### src/rtl/apb_gpio_irq.sv
// APB GPIO block with per-pin output/enable registers, input synchronisers and a
// configurable edge/level interrupt controller with a registered irq.
// Optional feature: define GPIO_DEBOUNCE_EN to add a prescaled 4-tick input debouncer
// and its DBDIV register at offset 0x24. Without it, 0x24 is unmapped.

module apb_gpio_irq #(
  parameter int unsigned GPIO_WIDTH  = 4,
  parameter int unsigned SYNC_STAGES = 2
) (
  input  logic                  clk,
  input  logic                  reset,
  input  logic [15:0]           paddr,
  input  logic                  pwrite,
  input  logic                  psel,
  input  logic                  penable,
  input  logic [31:0]           pwdata,
  output logic [31:0]           prdata,
  input  logic [GPIO_WIDTH-1:0] gpio_in,
  output logic [GPIO_WIDTH-1:0] gpio_out,
  output logic [GPIO_WIDTH-1:0] gpio_oe,
  output logic                  irq
);

  // Word offsets (paddr[7:2])
  localparam logic [5:0] AddrOut   = 6'h00;
  localparam logic [5:0] AddrOe    = 6'h01;
  localparam logic [5:0] AddrIn    = 6'h02;
  localparam logic [5:0] AddrIen   = 6'h05;
  localparam logic [5:0] AddrItype = 6'h06;
  localparam logic [5:0] AddrIpol  = 6'h07;
  localparam logic [5:0] AddrIstat = 6'h08;
  localparam logic [5:0] AddrSet   = 6'h03;
  localparam logic [5:0] AddrClr   = 6'h04;
`ifdef GPIO_DEBOUNCE_EN
  localparam logic [5:0] AddrDbdiv = 6'h09;
`endif

  logic                  wr_en;
  logic                  rd_en;
  logic [5:0]            word;
  logic [GPIO_WIDTH-1:0] wdata;

  logic [GPIO_WIDTH-1:0] out_q;
  logic [GPIO_WIDTH-1:0] oe_q;
  logic [GPIO_WIDTH-1:0] ien_q;
  logic [GPIO_WIDTH-1:0] itype_q;
  logic [GPIO_WIDTH-1:0] ipol_q;
  logic [GPIO_WIDTH-1:0] istat_q;
  logic [GPIO_WIDTH-1:0] istat_d;
  logic                  irq_q;

  logic [SYNC_STAGES-1:0][GPIO_WIDTH-1:0] sync_q;
  logic [GPIO_WIDTH-1:0] sync_last;
  logic [GPIO_WIDTH-1:0] filt;
  logic [GPIO_WIDTH-1:0] prev_q;

  logic [GPIO_WIDTH-1:0] rise;
  logic [GPIO_WIDTH-1:0] fall;
  logic [GPIO_WIDTH-1:0] set_ev;
  logic [GPIO_WIDTH-1:0] istat_clr;

  // Address bits outside [7:2] and write bits above the pin count are don't-care.
  logic unused_bits;
  assign unused_bits = ^{paddr, pwdata};

  assign wr_en = psel & penable & pwrite;
  assign rd_en = psel & ~pwrite;
  assign word  = paddr[7:2];
  assign wdata = pwdata[GPIO_WIDTH-1:0];

  assign gpio_out = out_q;
  assign gpio_oe  = oe_q;
  assign irq      = irq_q;

  // Input synchroniser chain, stage 0 samples the pad
  always_ff @(posedge clk or posedge reset) begin
    if (reset) begin
      sync_q <= '0;
    end else begin
      sync_q <= {sync_q[SYNC_STAGES-2:0], gpio_in};
    end
  end

  assign sync_last = sync_q[SYNC_STAGES-1];

`ifdef GPIO_DEBOUNCE_EN
  logic [15:0]                 dbdiv_q;
  logic [15:0]                 presc_q;
  logic                        tick;
  logic [GPIO_WIDTH-1:0]       cand_q;
  logic [GPIO_WIDTH-1:0]       db_q;
  logic [GPIO_WIDTH-1:0][1:0]  dbcnt_q;

  // >= so that lowering DBDIV below the running count wraps at once
  assign tick = (presc_q >= dbdiv_q);

  // DBDIV register and tick prescaler
  always_ff @(posedge clk or posedge reset) begin
    if (reset) begin
      dbdiv_q <= '0;
      presc_q <= '0;
    end else begin
      presc_q <= tick ? 16'd0 : presc_q + 16'd1;
      if (wr_en && word == AddrDbdiv) begin
        dbdiv_q <= pwdata[15:0];
      end
    end
  end

  // Per-pin filter: cand tracks the sampled value, dbcnt counts repeats beyond the first;
  // the fourth equal tick in a row commits the value.
  always_ff @(posedge clk or posedge reset) begin
    if (reset) begin
      cand_q  <= '0;
      db_q    <= '0;
      dbcnt_q <= '0;
    end else if (tick) begin
      for (int i = 0; i < int'(GPIO_WIDTH); i++) begin
        if (sync_last[i] != cand_q[i]) begin
          cand_q[i]  <= sync_last[i];
          dbcnt_q[i] <= 2'd0;
        end else begin
          if (dbcnt_q[i] != 2'd3) begin
            dbcnt_q[i] <= dbcnt_q[i] + 2'd1;
          end
          if (dbcnt_q[i] >= 2'd2) begin
            db_q[i] <= cand_q[i];
          end
        end
      end
    end
  end

  assign filt = db_q;
`else
  assign filt = sync_last;
`endif

  // Previous filtered value for edge detection
  always_ff @(posedge clk or posedge reset) begin
    if (reset) begin
      prev_q <= '0;
    end else begin
      prev_q <= filt;
    end
  end

  // Interrupt event detection and ISTAT next state (a set beats a same-cycle clear)
  always_comb begin
    rise      = filt & ~prev_q;
    fall      = ~filt & prev_q;
    set_ev    = (itype_q & ((~ipol_q & rise) | (ipol_q & fall)))
              | (~itype_q & (filt ^ ipol_q));
    istat_clr = (wr_en && word == AddrIstat) ? wdata : '0;
    istat_d   = (istat_q & ~istat_clr) | set_ev;
  end

  // Software-visible control registers
  always_ff @(posedge clk or posedge reset) begin
    if (reset) begin
      out_q   <= '0;
      oe_q    <= '0;
      ien_q   <= '0;
      itype_q <= '0;
      ipol_q  <= '0;
    end else if (wr_en) begin
      case (word)
        AddrOut:   out_q   <= wdata;
        AddrOe:    oe_q    <= wdata;
        AddrSet:   out_q   <= out_q | wdata;
        AddrClr:   out_q   <= out_q & ~wdata;
        AddrIen:   ien_q   <= wdata;
        AddrItype: itype_q <= wdata;
        AddrIpol:  ipol_q  <= wdata;
        default: ;
      endcase
    end
  end

  // Interrupt status and registered interrupt output
  always_ff @(posedge clk or posedge reset) begin
    if (reset) begin
      istat_q <= '0;
      irq_q   <= 1'b0;
    end else begin
      istat_q <= istat_d;
      irq_q   <= |(istat_q & ien_q);
    end
  end

  // Combinational read mux; SET/CLR and unmapped offsets read as zero
  always_comb begin
    prdata = '0;
    if (rd_en) begin
      case (word)
        AddrOut:   prdata[GPIO_WIDTH-1:0] = out_q;
        AddrOe:    prdata[GPIO_WIDTH-1:0] = oe_q;
        AddrIn:    prdata[GPIO_WIDTH-1:0] = filt;
        AddrIen:   prdata[GPIO_WIDTH-1:0] = ien_q;
        AddrItype: prdata[GPIO_WIDTH-1:0] = itype_q;
        AddrIpol:  prdata[GPIO_WIDTH-1:0] = ipol_q;
        AddrIstat: prdata[GPIO_WIDTH-1:0] = istat_q;
`ifdef GPIO_DEBOUNCE_EN
        AddrDbdiv: prdata[15:0]           = dbdiv_q;
`endif
        default: ;
      endcase
    end
  end

endmodule

### config.mk
export PLATFORM = sky130hd
export DESIGN_NAME = apb_gpio_irq
export DESIGN_NICKNAME = d
export VERILOG_FILES = /design/src/rtl/apb_gpio_irq.sv
export SDC_FILE = /design/constraint.sdc
export NUM_CORES = 1
export LEC_CHECK = 0
export ABC_AREA = 1
export BUFFER_PORTS_ARGS = -buffer_cell sky130_fd_sc_hd__buf_2
export CORE_MARGIN = 10
export CORE_UTILIZATION = 35
export CTS_CLUSTER_SIZE = 8
export DETAILED_ROUTE_END_ITERATION = 8
export SLEW_MARGIN = 10
export SYNTH_ARGS = -nofsm -noshare
export SYNTH_HDL_FRONTEND = slang
export SYNTH_SLANG_ARGS = --single-unit
### constraint.sdc
create_clock -name clk -period 1.3 [get_ports clk]
set_input_delay 0.325 -clock clk [delete_from_list [all_inputs] [get_ports clk]]
set_output_delay 0.325 -clock clk [all_outputs]
set_load 0.05 [all_outputs]
==> results.json <==
{
  "cts_tree": "built",
  "netlist_area_um2": 2170,
  "drive_above_1_share_pct": 41.1,
  "intPower_uw": 1940,
  "dpl.cell_count": 431,
  "die_h_um": 98.7,
  "grt_setup_unrepaired": "true",
  "use_met2_pct": 19.9,
  "ys_ff_latch": 37,
  "synth-simple-area-share_pct": 34.9,
  "final_common_cell": "buf_4",
  "syn_area_per_cell_um2": 7.91,
  "globalRouteMet3Util_pct": 4.47,
  "drv_cap": 0,
  "switching_share_pct": 35.3,
  "grt_pass1_vias": 2143,
  "synth-xor-area-share_pct": 0,
  "routedWlPerCell_um": 14.0,
  "wl_mm": 6.32,
  "numPortBuffers": 31,
  "postPlaceCellArea_um2": 2820,
  "worstSetupStartpoint": "paddr[3]",
  "total_leakage_power_uw": 0.00160,
  "grt_max_degree": 38,
  "vias_per_cell": 4.64,
  "p_clk_share_pct": 27.5,
  "worstSetupEndpoint": "prdata[2]",
  "synthAdderAreaFrac_pct": 0,
  "run_status": "finished with violations",
  "path_class": "in -> out",
  "ff2ff_path_depth": 7,
  "pin_count": 98,
  "cp_max_fo": 5,
  "p_per_area_nw_per_um2": 920,
  "seq_power_share_pct": 42.2,
  "clkLatencyLatePin_ps": 290,
  "path_clk_slew_ps": 80,
  "vdd_drop_max_v": 0.000750,
  "die_w_um": 98.7,
  "violations": "setup timing",
  "cp-start-kind": "primary input",
  "finalSetupViolCount": 5,
  "final_hold_viol_count": 0,
  "drtIter0Drc": 112,
  "fin_cells": 450,
  "period_share_pct": 130,
  "postRouteAntennaNets": 0,
  "synth_cell_type_count": 21,
  "dp_hpwl_mm": 4.68,
  "p_sw_uw": 1060,
  "r2r_setup_slack_ps": 260,
  "finalWorstSetupSlack_ps": -393,
  "yosysWarnings": 0,
  "r2r-end": "gpio_out[3]$_DFFE_PP0P_",
  "fin_area_um2": 3250,
  "mostFrequentLayoutCells": "buf_4, nand2_1, dfrtp_1, nand3_1, conb_1",
  "worstSetupEndpointType": "output pin",
  "post-place-ws_ps": -538,
  "synth.area.top_cells": "dfrtp_1, buf_4, nand2_1",
  "die-area_um2": 9740,
  "muxShareOfSynthArea_pct": 0,
  "fin_util_pct": 54.6,
  "fmax_ghz": 0.591,
  "drc": 0,
  "antenna_found_initial": 0,
  "track_usage_pct": 12.5,
  "synth_compound_area_share_pct": 6.46,
  "grt.busiest_layer": "met2",
  "dr.pass1.iters": 4,
  "gr-usage-met1_pct": 15.7,
  "cts_root_buf": "clkbuf_8",
  "layout.nets": 431,
  "design.core.area_um2": 5960,
  "clockBufferDepth": 2,
  "drv_slew": 0,
  "cp_data_required_time_ps": 980,
  "clock_sinks": 37,
  "area_growth_pct": 49.9,
  "cts_max_level": 2,
  "vias": 2089,
  "num_antenna_cells": 0,
  "arrival_ps": 1370,
  "hold_slack_ps": 70.6,
  "grt_first_pass_wirelength_mm": 10.1,
  "numCtsBuffers": 5,
  "fin_skew_ps": 4.00,
  "synth.top_cell.area_share_pct": 42.7,
  "p_comb_share_pct": 30.2,
  "min_period_ps": 1690,
  "reg2reg_from": "gpio_out[3]$_DFFE_PP0P_",
  "hold_path_class": "in -> async",
  "grt.overflow.total": 0,
  "syn_inst": 274,
  "seq_area_frac_synth_pct": 42.7,
  "gp_congestion": 0.886,
  "synth_largest_area_cell": "dfrtp_1",
  "core.rowCount": 28,
  "initial_core_util_pct": 36.4,
  "synth_top_family_by_area": "simple AND/OR/NAND/NOR gates"
}
## cells by family after synthesis
| logic type | after synthesis |
|---|---|
| simple gates | 150 |
| compound gates | 28 |
| flops | 37 |
| other cells | 1 |
| buf+inv | 58 |
## power groups by stage
stage / combinational [uW] / clock [uW] / sequential [uW]
after CTS: 852 / 846 / 1260
after global placement: 751 / 0 / 1280
after floorplan: 431 / 0 / 1390
final: 905 / 823 / 1260
after detailed placement: 758 / 0 / 1280
after global routing: 967 / 899 / 1270
## worst min-delay path by stage
stage | to | depth (start not counted)
5_1_grt | itype_q[1]$_DFFE_PP0P_ | 3
4_1_cts | itype_q[1]$_DFFE_PP0P_ | 3
2_1_floorplan | filt[0]$_DFF_PP0_ | 0
3_5_place_dp | filt[3]$_DFF_PP0_ | 0
6_report | itype_q[1]$_DFFE_PP0P_ | 3
3_3_place_gp | filt[1]$_DFF_PP0_ | 0
## layer usage
| layer | vias to the layer above | part of all wire [%] |
|---|---|---|
| met1 | 973 | 45 |
| met5 | - | 0 |
| met3 | 7 | 7.2 |
| met2 | 62 | 46 |
| met4 | 0 | 1.1 |
| li1 | 1047 | - |
## state kept, by name, summed over array words and instances (netlist names)
| register | count |
|---|---|
| irq | 1 |
| ipol_q | 4 |
| gpio_oe | 4 |
| gpio_out | 4 |
| istat_q | 4 |
| ien_q | 4 |
| prev_q | 4 |
| sync_q | 4 |
| filt | 4 |
| itype_q | 4 |
## cells in the mapped netlist
cell type and count:
nand2_1 55, dfrtp_1 37, nand3_1 34, buf_4 29
inv_1 24, nor2_1 21, nand4_1 17, o21ai_0 17
a21oi_1 8, nor2_2 7, nand2_2 5, nand3_2 5
nor2_4 4, o21ai_1 3, buf_2 2, buf_6 1
clkinv_2 1, clkinv_4 1, conb_1 1, nand2_4 1
nand4_2 1
## critical path, stage by stage
cell     delay (ps)
buf_4           140
buf_4           140
nor2_4          130
nand4_1         150
nand2_1         100
nor2_2           60
a21oi_4         140
buf_6           170
## metrics by stage
stage               TNS, ps  total power, uW
floorplan             -1090             1820
global placement      -5870             2030
detailed placement    -6400             2040
CTS                   -1460             2960
global route          -1890             3140
finish                -1510             2990
## cell type report
| type | instances | area, um2 |
|---|---|---|
| fillers | 549 | 2710 |
| multi-input cells | 206 | 1140 |
| flip-flops and latches | 37 | 928 |
| repair buffers | 98 | 891 |
| inverters | 26 | 106 |
| well taps | 75 | 93.8 |
| clock buffers | 5 | 68.8 |
| clock inverters | 3 | 21.3 |
## timing repair
action,CTS,global route
resized for setup,50,26
pin swaps,7,11
setup endpoints to repair,12,17
buffers inserted,7,6
hold buffers,0,0
No activity file was read; power rests on OpenSTA's default activity.
